--- src/rtl/display_field_sel.sv ---
`default_nettype none
// ============================================================================
// Module      : display_field_sel
// Description : Frame-synchronous field selector feeding the VGA text
//               interface. Chooses date/timer fields by display mode and
//               captures them into a snapshot only at VGA frame boundaries
//               (vsync falling edge) or on force_update.
//               Optional cursor blink mask enabled by macro DISPLAY_BLINK_EN.
// Revision    : 1.0 - initial release
// ============================================================================
module display_field_sel #(
    parameter int FIELD_W      = 8,
    parameter int NUM_DATE     = 8,
    parameter int NUM_TIMER    = 3,
    parameter int NORMAL_ROT   = 1,
    parameter int CUR_W        = 4,
    parameter int BLINK_FRAMES = 30
) (
    input  logic                                      clk,
    input  logic                                      reset,
    input  logic                                      vsync,
    input  logic                                      mode_write,
    input  logic                                      mode_crono,
    input  logic                                      mode_cr_activo,
    input  logic                                      freeze,
    input  logic                                      force_update,
    input  logic [(NUM_DATE+NUM_TIMER)*FIELD_W-1:0]   live_fields,
    input  logic [NUM_DATE*FIELD_W-1:0]               edit_fields,
    input  logic [NUM_TIMER*FIELD_W-1:0]              edit_timer,
    input  logic [CUR_W-1:0]                          cursor_idx,
    output logic [(NUM_DATE+NUM_TIMER)*FIELD_W-1:0]   field_out,
    output logic [1:0]                                mode_out,
    output logic                                      frame_tick,
    output logic [NUM_DATE+NUM_TIMER-1:0]             blank_mask
);

    localparam int TOTAL = NUM_DATE + NUM_TIMER;
    // Rotation folded into 0..TOTAL-1 so negative/oversized values still work
    localparam int ROT_MOD = ((NORMAL_ROT % TOTAL) + TOTAL) % TOTAL;

    localparam logic [1:0] MODE_NORMAL    = 2'd0;
    localparam logic [1:0] MODE_WRITE     = 2'd1;
    localparam logic [1:0] MODE_CRONO     = 2'd2;
    localparam logic [1:0] MODE_CR_ACTIVO = 2'd3;

    logic                    r_vs_s1;
    logic                    r_vs_s2;
    logic                    r_vs_d;
    logic                    w_boundary;
    logic                    w_load;
    logic [1:0]              w_mode_sel;
    logic [TOTAL*FIELD_W-1:0] w_sel;

    // Source field index for normal mode: out[i] = live[(i - ROT) mod TOTAL]
    function automatic int norm_src(input int idx);
        return (idx + TOTAL - ROT_MOD) % TOTAL;
    endfunction

    // Mode priority: write > crono > cr_activo > normal
    always_comb begin
        w_mode_sel = MODE_NORMAL;
        if (mode_write)
            w_mode_sel = MODE_WRITE;
        else if (mode_crono)
            w_mode_sel = MODE_CRONO;
        else if (mode_cr_activo)
            w_mode_sel = MODE_CR_ACTIVO;
    end

    // Field selection for the mode that would be captured at this edge
    always_comb begin
        w_sel = '0;
        for (int i = 0; i < NUM_DATE; i++) begin
            case (w_mode_sel)
                MODE_WRITE:  w_sel[i*FIELD_W +: FIELD_W] = edit_fields[i*FIELD_W +: FIELD_W];
                MODE_NORMAL: w_sel[i*FIELD_W +: FIELD_W] = live_fields[norm_src(i)*FIELD_W +: FIELD_W];
                default:     w_sel[i*FIELD_W +: FIELD_W] = live_fields[i*FIELD_W +: FIELD_W];
            endcase
        end
        for (int j = 0; j < NUM_TIMER; j++) begin
            case (w_mode_sel)
                MODE_CRONO:     w_sel[(NUM_DATE+j)*FIELD_W +: FIELD_W] = edit_timer[j*FIELD_W +: FIELD_W];
                MODE_CR_ACTIVO: w_sel[(NUM_DATE+j)*FIELD_W +: FIELD_W] = live_fields[(NUM_DATE+j)*FIELD_W +: FIELD_W];
                default:        w_sel[(NUM_DATE+j)*FIELD_W +: FIELD_W] = '0;
            endcase
        end
    end

    // vsync synchroniser plus delay flop for falling-edge detect; idles high
    always_ff @(posedge clk or negedge reset) begin
        if (!reset) begin
            r_vs_s1 <= 1'b1;
            r_vs_s2 <= 1'b1;
            r_vs_d  <= 1'b1;
        end else begin
            r_vs_s1 <= vsync;
            r_vs_s2 <= r_vs_s1;
            r_vs_d  <= r_vs_s2;
        end
    end

    assign w_boundary = r_vs_d & ~r_vs_s2;
    // A boundary suppressed by freeze is simply lost, never queued
    assign w_load     = (w_boundary & ~freeze) | force_update;

    // Snapshot registers: load on frame boundary or forced update, else hold
    always_ff @(posedge clk or negedge reset) begin
        if (!reset) begin
            field_out  <= '0;
            mode_out   <= MODE_NORMAL;
            frame_tick <= 1'b0;
        end else begin
            frame_tick <= w_load;
            if (w_load) begin
                field_out <= w_sel;
                mode_out  <= w_mode_sel;
            end
        end
    end

`ifdef DISPLAY_BLINK_EN
    localparam int CNT_W = (BLINK_FRAMES > 1) ? $clog2(BLINK_FRAMES) : 1;
    localparam logic [CNT_W-1:0] CNT_LAST = CNT_W'(BLINK_FRAMES - 1);

    logic [CNT_W-1:0] r_blink_cnt;
    logic             r_blink_phase;
    logic             w_blink_mode;
    logic [TOTAL-1:0] w_cursor_mask;

    assign w_blink_mode = (w_mode_sel == MODE_WRITE) | (w_mode_sel == MODE_CRONO);

    // One-hot of the cursor position; out-of-range cursor gives all zeros
    always_comb begin
        w_cursor_mask = '0;
        for (int i = 0; i < TOTAL; i++)
            w_cursor_mask[i] = (cursor_idx == CUR_W'(i));
    end

    // Blink frame counter/phase; mask shows the phase held before this load's advance
    always_ff @(posedge clk or negedge reset) begin
        if (!reset) begin
            r_blink_cnt   <= '0;
            r_blink_phase <= 1'b0;
            blank_mask    <= '0;
        end else if (w_load) begin
            if (w_blink_mode) begin
                blank_mask <= r_blink_phase ? w_cursor_mask : '0;
                if (r_blink_cnt == CNT_LAST) begin
                    r_blink_cnt   <= '0;
                    r_blink_phase <= ~r_blink_phase;
                end else begin
                    r_blink_cnt <= r_blink_cnt + 1'b1;
                end
            end else begin
                r_blink_cnt   <= '0;
                r_blink_phase <= 1'b0;
                blank_mask    <= '0;
            end
        end
    end
`else
    logic unused_blink;

    assign blank_mask   = '0;
    assign unused_blink = ^{cursor_idx, BLINK_FRAMES[0]};
`endif

endmodule
`default_nettype wire

--- config.mk ---
export PLATFORM = sky130hd
export DESIGN_NAME = display_field_sel
export DESIGN_NICKNAME = d
export VERILOG_FILES = /design/src/rtl/display_field_sel.sv
export SDC_FILE = /design/constraint.sdc
export NUM_CORES = 1
export LEC_CHECK = 0
export CORE_MARGIN = 2
export CORE_UTILIZATION = 40
export DETAILED_ROUTE_END_ITERATION = 12
export PLACE_DENSITY = 0.79
export SYNTH_ARGS = -nofsm -noshare
export SYNTH_HDL_FRONTEND = slang
export SYNTH_SLANG_ARGS = --single-unit
export TNS_END_PERCENT = 100
--- constraint.sdc ---
create_clock -name clk -period 2.1 [get_ports clk]
set_clock_uncertainty 0.15 [all_clocks]
set_input_delay 0.42 -clock clk [delete_from_list [all_inputs] [get_ports clk]]
set_output_delay 0.42 -clock clk [all_outputs]
set_load 0.03 [all_outputs]
After elaboration in Yosys (flattened, before gate mapping)
Cells that the tools add are included.
{"block": "op_classes", "bitwise_logic": 5, "mux": 14, "reduce_logical": 1, "n_eq_ne": 3}
{"op": "$pmux W8 S2", "count": 11}
{"op": "$mux W2", "count": 3}
{"op": "$eq A2 B2 Y1 const B", "count": 2}
{"op": "$and A1 B1 Y1", "count": 2}
{"op": "$eq A2 B1 Y1 const B", "count": 1}
{"op": "$logic_not A2 Y1", "count": 1}
{"op": "$not A1 Y1", "count": 2}
{"op": "$or A1 B1 Y1", "count": 1}
{"block": "word_totals", "out_inout_bits": 102, "register_bits": 94}

Logic depth before layout (Yosys ltp)
Gate-level depths: netlist (run 1).
{"block": "depth", "word_depth": 5, "depth_mapped": 6, "mapped_depth_nobuf": 4}

Worst setup path after synthesis (run 1)
No wires, ideal clock.
{"block": "synth_timing", "kind": "register -> register", "start": "register r_vs_s2", "end": "register field_out[36]", "period_less_slack_ns": 1.697, "setup_ns": 0.122, "arrival_time_ns": 1.425, "path_slack_ns": 0.403, "path_buffers": 2, "t_required_ns": 1.828, "stages_incl_launch_ff": 6, "path_cell_list": "dfstp_2 > nor2_1 > or2_2 > buf_2 > buf_1 > a32o_1"}
{"block": "synth_via", "elab_chain_len": 4}
{"item": "start, declared", "line": "47", "rtl": "logic r_vs_s2;"}
{"item": "start signal, assigned", "line": "97", "rtl": "r_vs_s2 <= r_vs_s1;"}
{"item": "$not A1 Y1", "line": "102", "rtl": "assign w_boundary = r_vs_d & ~r_vs_s2;"}
{"item": "$and A1 B1 Y1", "line": "102"}
{"item": "$and A1 B1 Y1", "line": "104", "rtl": "assign w_load = (w_boundary & ~freeze) | force_update;"}
{"item": "$or A1 B1 Y1", "line": "104"}
{"item": "end signal, assigned", "line": "115", "rtl": "field_out <= w_sel;"}
{"item": "end, declared", "line": "31", "rtl": "output logic [(NUM_DATE+NUM_TIMER)*FIELD_W-1:0] field_out,"}
No other way between the ends.
A chain may end at the register's enable or synchronous reset.

Worst setup path in the final report (run 1)
{"block": "layout_timing", "start": "register field_out[21]", "end": "output port field_out[21]"}
No word-level cell between the ends.

==> results of run 1 <==
==> timing repair <==
action / 4_1_cts / 5_1_grt
hold buffers: 1 / 0
hold endpoints to repair: 32 / 0
setup endpoints to repair: 0 / 0
==> per-layer routing <==
metal,global-route usage [%],vias up,part of all wire (%)
met5,0,-,0
met4,10.1,0,2.7
met3,5.37,33,7.8
met2,43.1,278,50
met1,31.4,2640,40
li1,-,2519,-
==> registers in the layout, summed over array words and instances, names as in the netlist <==
name and cells:
field_out 88, r_vs_s2 1, r_vs_d 1, frame_tick 1
mode_out 2, r_vs_s1 1
==> cells in the final DEF, fill, tap and decap left out, types with 25 or more instances in the layout <==
cell type        count
mux2_2              25
buf_4               26
clkdlybuf4s50_1    272
nor2_1              50
dfrtp_1             91
a21oi_1             57
inv_1               50
mux2i_1             41
a32o_1              64
==> synth_stat cells <==
master    instances  area [sq um]
nor2b_1          17           106
nor2_2            2          12.5
nand2_1           8          30.0
conb_1            1          3.75
dfstp_2           3          78.8
or2_2             1          6.26
nor4_1            8          50.1
buf_4            16           120
dfrtp_1          91          2280
mux2i_1          41           410
nor2_1           50           188
a22o_1           24           210
nor3_1           16          80.1
o21ba_2           1          10.0
buf_1             5          18.8
a21oi_1          58           290
nor3b_2           1          12.5
a32o_1           64           641
mux2_2           25           282
or3_1            24           150
or2_1             1          6.26
buf_6             3          33.8
clkbuf_1         27           101
inv_2             1          3.75
inv_1            50           188
buf_2            13          65.1
==> kinds of logic after synthesis <==
group / Yosys count / synth area share, %
DFF: 94 / 43.8
and+or+nand+nor: 128 / 11.9
buffers and inverters: 115 / 9.87
other: 1 / 0.0698
AOI/OAI and AO/OA: 147 / 21.4
muxes: 66 / 12.9
==> final cells by class <==
cell class                 instances  area [sq um]  area share, %
timing repair buffer             312          3190           36.2
multi-input combinational        352          2550           29.0
sequential                        94          2360           26.8
clock buffer                      12           267           3.03
tap                              176           220           2.50
inverter                          51           191           2.18
clock inverter                     4          28.8          0.327
==> through the flow <==
| step | util (%) | instance area (sq um) | hold slack [ps] |
|---|---|---|---|
| 3_3_place_gp | 64.4 | 8490 | 197 |
| 2_1_floorplan | - | 5410 | -25.6 |
| 6_report | 66.7 | 8800 | 212 |
| 4_1_cts | 66.7 | 8800 | 213 |
| 3_5_place_dp | 64.4 | 8490 | 203 |
| 5_1_grt | 66.7 | 8800 | 218 |
==> power groups by stage <==
stage                     Sequential (mW)  Clock, mW  Combinational, mW
after global routing                 2.18       1.72               2.16
after detailed placement             2.19          0               2.05
after floorplan                      2.60          0              0.594
after CTS                            2.16       1.65               2.06
final                                2.16       1.63               2.05
after global placement               2.18          0               2.02
==> path summary, 6_finish.rpt <==
kind | to | slack, ps | depth (start not counted)
worst max-delay path | field_out[21] | 100 | 1
worst min-delay path | r_vs_s2 | 210 | 0
worst max register to register | field_out[56] | 370 | 4
worst min register to register | r_vs_s2 | 210 | 0
max in group asynchronous | field_out[40] | 710 | 3
min in group asynchronous | field_out[85] | 440 | 2
==> flow_metrics.tcl, run 1 <==
set metrics [dict create \
    clk_pin_slew_ps 70 \
    die_w_um 120 \
    wl_per_cell_um 18.6 \
    clock_latency_ps 340 \
    timing.fmax_ghz 0.501 \
    totalWireLength_um 18600 \
    p_comb_share_pct 35.1 \
    criticalPathCategory "flip-flop to output port" \
    die_area_sq_um 14400 \
    cp-end-kind "output port" \
    fin_nets 1008 \
    holdCritPathClass "flip-flop to flip-flop" \
    post-route-min-period_ps 2000 \
    dp.cells 984 \
    cap_violations 0 \
    critPathLaunchType "flip-flop" \
    tns_ps 0 \
    pwr-share-seq_pct 37.0 \
    path_cells "clkdlybuf4s50_1" \
    via_per_inst 5.46 \
    coreArea_sq_um 13200 \
    p_sw_mw 1.89 \
    boundaryPins 290 \
    drive_gt1_share_pct 10.9 \
    worst_hold_startpoint "r_vs_s1" \
    worst_slack_ps 102 \
    instances_no_fill 1001 \
    grt_pass1_wl_um 28800 \
    crit_family "buffers and inverters" \
    finalHoldViolCount 0 \
    crit_fanout 2 \
    grt_antenna_before_repair 0 \
    n_antenna_cell 0 \
    relSlewSlack_pct 63.9 \
    status "finished, final reports clean" \
    cts.path.max_buffers 2 \
    rsz0062_at_grt "no" \
    cp.arrival_ps 1430 \
    slowest_stage "clkdlybuf4s50_1" \
    synth-seq-cells 94 \
    cts_root_buffer "clkbuf_16" \
    syn_inst 551 \
    dr.pass1.iters 5 \
    die-height_um 120 \
    drc_errors 0 \
    grt.total_usage_pct 25.4 \
    drt.antenna.violating_nets 0 \
    vias 5470 \
    grt_max_degree 57 \
    io_buffer_count 274 \
    irDropWorstVdd_v 0.000463 \
    timing.rr.start "r_vs_s2" \
    routabilityCongestion 0.903 \
    ys_seq_area_share_pct 43.8 \
    power_density_nw_per_um2 664 \
    fill_cells 1025 \
    cp.required_ps 1530 \
    finalPower_mw 5.84 \
    p_sw_share_pct 32.3 \
    cts-resized-gates 0 \
    synth.distinct_cells 26 \
    tightest_slew_ps 541 \
    p_leak_nw 3.69 \
    cts-htree-levels 3 \
    crit_start "field_out[21]" \
    cpPeakStageDelay_ps 690 \
    pre_cts_ws_ps -156 \
    power_frac_clock_pct 27.9 \
    cts_made_buffers 9 \
    rows 42 \
    finalCritPeriodShare_pct 95.1 \
    avgSynthCellArea_sq_um 9.76 \
    internal_power_mw 3.95 \
    synthToLayoutAreaGrowth_pct 63.7 \
    syn_area_sq_um 5380 \
    post-cts-setup-buffers 0 \
    overflow 0 \
    initial_core_util_pct 40.8 \
    drtIter0Drc 427 \
    clock_sinks 94 \
    setup_violations 0 \
    grt_pass1_vias 5636 \
    cts_tree "built" \
    dpl.hpwl_um 14200 \
    path_buf_inv 1 \
    slew_viol_final 0 \
    synth_warnings 0 \
]
No activity file was read; power rests on OpenSTA's default activity.
==> inputs of run 2 (changes only) <==
--- a/config.mk
+++ b/config.mk
@@ -6,9 +6,10 @@
 export NUM_CORES = 1
 export LEC_CHECK = 0
 export CORE_MARGIN = 2
-export CORE_UTILIZATION = 40
+export CORE_UTILIZATION = 43
 export DETAILED_ROUTE_END_ITERATION = 12
-export PLACE_DENSITY = 0.79
+export GPL_ROUTABILITY_DRIVEN = 0
+export PLACE_DENSITY = 0.84
 export SYNTH_ARGS = -nofsm -noshare
 export SYNTH_HDL_FRONTEND = slang
 export SYNTH_SLANG_ARGS = --single-unit
==> constraint.sdc (replaced) <==
create_clock -name clk -period 2.4 [get_ports clk]
set_clock_uncertainty 0.15 [all_clocks]
set_input_delay 0.48 -clock clk [delete_from_list [all_inputs] [get_ports clk]]
set_output_delay 0.48 -clock clk [all_outputs]
set_load 0.03 [all_outputs]
==> run 2 against run 1 <==
Against the previous run: critical path depth is the same; die area down 6.7%; largest power group unchanged; critical path type unchanged; flip-flop and latch count unchanged.
==> flow_metrics.tcl, run 2 (synthesis gave the netlist of run 1 again) <==
set metrics [dict create \
    p_leak_nw 3.60 \
    criticalPathCategory "flip-flop to output port" \
    initial_core_util_pct 44.4 \
    die_area_sq_um 13400 \
    worst_hold_slack_ps 9.07 \
    relSlewSlack_pct 50.4 \
    cp.arrival_ps 1430 \
    layout_common_cells "272 x clkdlybuf4s50_1, 91 x dfrtp_1, 64 x a32o_1" \
    finalHoldViolCount 0 \
    post-route-min-period_ps 2060 \
    drc_errors 0 \
    cts-htree-levels 3 \
    irDropWorstVdd_v 0.000354 \
    holdCritPathClass "input pin to asynchronous set/reset pin" \
    timing.fmax_ghz 0.486 \
    crit_family "buffers and inverters" \
    placedInstanceArea_sq_um 8300 \
    power_density_nw_per_um2 605 \
    cts_tree "built" \
    rsz0062_at_grt "no" \
    drtIter0Drc 413 \
    totalWireLength_um 19300 \
    post-cts-setup-buffers 0 \
    p_comb_share_pct 34.1 \
    holdBufCountCts 0 \
    via_per_inst 5.60 \
    io_buffer_count 274 \
    fin_nets 991 \
    p_sw_mw 1.64 \
    tns_ps 0 \
    cts.path.max_buffers 2 \
    drt.antenna.violating_nets 0 \
    p_sw_share_pct 31.4 \
    cp-end-kind "output port" \
    pwr-share-seq_pct 36.2 \
    coreArea_sq_um 12100 \
    dpl.hpwl_um 14600 \
    grt_pass1_wl_um 28900 \
    cp.required_ps 1770 \
    clk_pin_slew_ps 70 \
    wl_per_cell_um 19.8 \
    clock_sinks 94 \
    grt_antenna_before_repair 0 \
    slew_viol_final 0 \
    clock_latency_ps 330 \
    cpPeakStageDelay_ps 730 \
    crit_fanout 2 \
    cts_made_buffers 9 \
    largest_register_ffs 88 \
    setup_violations 0 \
    n_antenna_cell 0 \
    dp.cells 960 \
    cts_root_buffer "clkbuf_16" \
    status "finished, final reports clean" \
    cap_violations 0 \
    grt.total_usage_pct 28.1 \
    top_regs "field_out (88), mode_out (2)" \
    dr.pass1.iters 6 \
    largest-register "field_out" \
    drive_gt1_share_pct 9.05 \
    instances_no_fill 975 \
    final_common_cell "clkdlybuf4s50_1" \
    internal_power_mw 3.58 \
    path_cells "clkdlybuf4s50_1" \
    die_w_um 116 \
    postLayoutCellArea_sq_um 8620 \
    path_buf_inv 1 \
    synthToLayoutAreaGrowth_pct 60.4 \
    tightest_slew_ps 744 \
    power_frac_clock_pct 29.8 \
    slowest_stage "clkdlybuf4s50_1" \
    finalPower_mw 5.21 \
    vias 5457 \
    critPathLaunchType "flip-flop" \
    boundaryPins 290 \
    finalCritPeriodShare_pct 85.8 \
    cts-resized-gates 0 \
    overflow 0 \
    grt_max_degree 85 \
    rows 40 \
    grt_pass1_vias 5469 \
    die-height_um 116 \
]
==> run 2: cell types whose count changed in the layout (fill, tap and decap cells not counted), sizes merged <==
cell         change
buf             -16
bufinv           +2
clkbuf           -2
dlygate4sd3      -1
inv              -1
==> run 2: worst paths after layout <==
kind | from | endpoint | slack, ps | depth (start not counted)
hold / removal | reset | field_out[65] | 9 | 1
hold reg to reg | r_vs_s1 | r_vs_s2 | 210 | 0
setup / recovery | mode_out[0] | mode_out[0] | 340 | 1
setup reg to reg | r_vs_s2 | field_out[38] | 520 | 4
min in group clk | r_vs_s1 | r_vs_s2 | 210 | 0
max in group asynchronous | reset | field_out[30] | 1480 | 2
==> run 2: power by group through the flow <==
stage | Sequential, mW | Clock (mW) | Combinational, mW
detailed placement | 1.91 | 0 | 1.77
global route | 1.90 | 1.63 | 1.87
finish | 1.89 | 1.55 | 1.78
CTS | 1.88 | 1.57 | 1.78
floorplan | 2.27 | 0 | 0.519
global placement | 1.90 | 0 | 1.74
==> run 2: final cells by class <==
class	instances	area, sq um
Fill cell	932	3490
Inverter	51	191
Sequential cell	94	2360
Multi-Input combinational cell	352	2550
Timing Repair Buffer	295	3000
Clock inverter	5	83.8
Tap cell	168	210
Clock buffer	10	239
==> run 2: per-stage QoR <==
step,util (%),worst slack (ps)
6_report,71.2,341
4_1_cts,71.2,324
2_1_floorplan,-,656
3_5_place_dp,68.5,21.6
3_3_place_gp,68.5,81.3
5_1_grt,71.2,254
==> run 2: routing by layer <==
layer / global-route usage (%) / share of wire, % / up-vias
met5: 0 / 0 / -
met4: 12.3 / 3.7 / 0
met3: 5.02 / 7.3 / 54
met2: 46.9 / 49 / 280
met1: 35.8 / 40 / 2637
li1: - / - / 2486
==> inputs of run 3 (changes only) <==
--- a/config.mk
+++ b/config.mk
@@ -5,11 +5,12 @@
 export SDC_FILE = /design/constraint.sdc
 export NUM_CORES = 1
 export LEC_CHECK = 0
-export CORE_MARGIN = 2
+export CORE_MARGIN = 3
 export CORE_UTILIZATION = 43
 export DETAILED_ROUTE_END_ITERATION = 12
 export GPL_ROUTABILITY_DRIVEN = 0
 export PLACE_DENSITY = 0.84
+export SKIP_LAST_GASP = 1
 export SYNTH_ARGS = -nofsm -noshare
 export SYNTH_HDL_FRONTEND = slang
 export SYNTH_SLANG_ARGS = --single-unit
==> run 3 against run 2 <==
Against the previous run: routed wire length grew 1.3%; flip-flop and latch count unchanged; combinational power hardly changed; register-to-register slack improved by 190 ps; non-clock buffer count increased by 4; total power fell by 0.91%; via count increased by 0.77%; first-iteration DRC count increased by 2.4%; global-route usage shrank 0.81 points; clock-buffer cell count unchanged.
==> flow_metrics.tcl, run 3 (synthesis gave the netlist of run 1 again) <==
set metrics [dict create \
    status "finished, final reports clean" \
    boundaryPins 290 \
    drtIter0Drc 423 \
    worst_hold_slack_ps 215 \
    largest_register_ffs 88 \
    timing.fmax_ghz 0.489 \
    top_regs "field_out (88), mode_out (2)" \
    tightest_slew_ps 522 \
    final_common_cell "clkdlybuf4s50_1" \
    clock_sinks 94 \
    cp.required_ps 1770 \
    cts_root_buffer "clkbuf_16" \
    hold_end "r_vs_s2" \
    cpPeakStageDelay_ps 720 \
    drt.antenna.violating_nets 0 \
    criticalPathCategory "flip-flop to output port" \
    grt_max_degree 58 \
    timing.rr.start "r_vs_s2" \
    p_leak_nw 3.61 \
    largest-register "field_out" \
    via_per_inst 5.62 \
    slew_viol_final 0 \
    totalWireLength_um 19500 \
    vias 5499 \
    rows 40 \
    finalCritPeriodShare_pct 85.2 \
    worst_slack_ps 355 \
    post-cts-setup-buffers 0 \
    cts_made_buffers 9 \
    path_buf_inv 1 \
    clk_pin_slew_ps 70 \
    critPathLaunchType "flip-flop" \
    path_cells "clkdlybuf4s50_1" \
    grt_antenna_before_repair 0 \
    synthToLayoutAreaGrowth_pct 60.5 \
    cts-htree-levels 3 \
    fill_cells 911 \
    drt-met1-wl_um 7570 \
    power_density_nw_per_um2 599 \
    cp-end-kind "output port" \
    cts.path.max_buffers 2 \
    fin_nets 995 \
    grt.total_usage_pct 27.2 \
    worst_hold_startpoint "r_vs_s1" \
    drc_errors 0 \
    die-height_um 118 \
    dpl.hpwl_um 14900 \
    pre_cts_ws_ps 44.5 \
    dr_wl_met3_um 1560 \
    wl_per_cell_um 20.0 \
    holdCritPathClass "flip-flop to flip-flop" \
    post-route-min-period_ps 2050 \
    relSlewSlack_pct 65.2 \
    cp.arrival_ps 1420 \
    layout_common_cells "272 x clkdlybuf4s50_1, 91 x dfrtp_1, 64 x a32o_1" \
    highest_layer "met4" \
    setup_violations 0 \
    die_w_um 118 \
    tns_ps 0 \
    n_antenna_cell 0 \
    finalHoldViolCount 0 \
    grt_pass1_wl_um 30200 \
    overflow 0 \
    coreArea_sq_um 12100 \
    slowest_stage "clkdlybuf4s50_1" \
    die_area_sq_um 13900 \
    dr.pass1.iters 5 \
    initial_core_util_pct 44.4 \
    fin_util_pct 71.2 \
    rsz0062_at_grt "no" \
    cap_violations 0 \
    reg2reg_slack_ps 710 \
    rr_endpoint "field_out[52]" \
    grt_pass1_vias 5588 \
    reg2regPathDepth 4 \
    crit_family "buffers and inverters" \
    min_delay_path_depth 0 \
    clock_latency_ps 340 \
    irDropWorstVdd_v 0.000392 \
    cts_tree "built" \
    io_buffer_count 274 \
    crit_fanout 2 \
    route.met2.wl_um 9600 \
    drive_gt1_share_pct 9.25 \
]
run 3: cell type report:
| class | count | area [sq um] | share of cell area [%] |
|---|---|---|---|
| well taps | 168 | 210 | 2.44 |
| inverters | 51 | 191 | 2.22 |
| repair buffers | 299 | 3020 | 35.0 |
| clock inverters | 5 | 75.1 | 0.870 |
| multi-input cells | 352 | 2550 | 29.5 |
| flip-flops and latches | 94 | 2360 | 27.3 |
| clock buffers | 10 | 229 | 2.65 |
run 3: repair_timing:
action	4_1_cts	5_1_grt
hold buffers	1	0
endpoints found under the hold margin	32	0
gates resized for setup	0	0
run 3: worst max-delay path by stage:
stage                     depth (start not counted)             to           start  slack (ps)
after floorplan                                   6  field_out[63]  mode_cr_activo         660
after global placement                            4   field_out[0]  mode_cr_activo         120
after detailed placement                          4   field_out[3]  mode_cr_activo          40
after CTS                                         1    mode_out[0]     mode_out[0]         340
after global routing                              1    mode_out[0]     mode_out[0]         310
final                                             1   field_out[0]    field_out[0]         350
run 3: routing by layer:
metal  global-route usage, %  vias up
li1                        -     2487
met1                    33.7     2664
met2                    44.8      292
met3                    6.54       56
met4                    13.0        0
met5                       0        -
run 3: report_power, final:
part	switching (mW)	internal (mW)
Sequential	0.113	1.77
Combinational	0.912	0.867
Clock	0.598	0.902
Total	1.62	3.54
run 3: stage by stage:
stage	std cells	power, mW	area [sq um]
floorplan	561	2.79	5410
global placement	963	3.64	8310
detailed placement	963	3.69	8310
CTS	979	5.20	8620
global route	979	5.37	8620
finish	979	5.17	8620
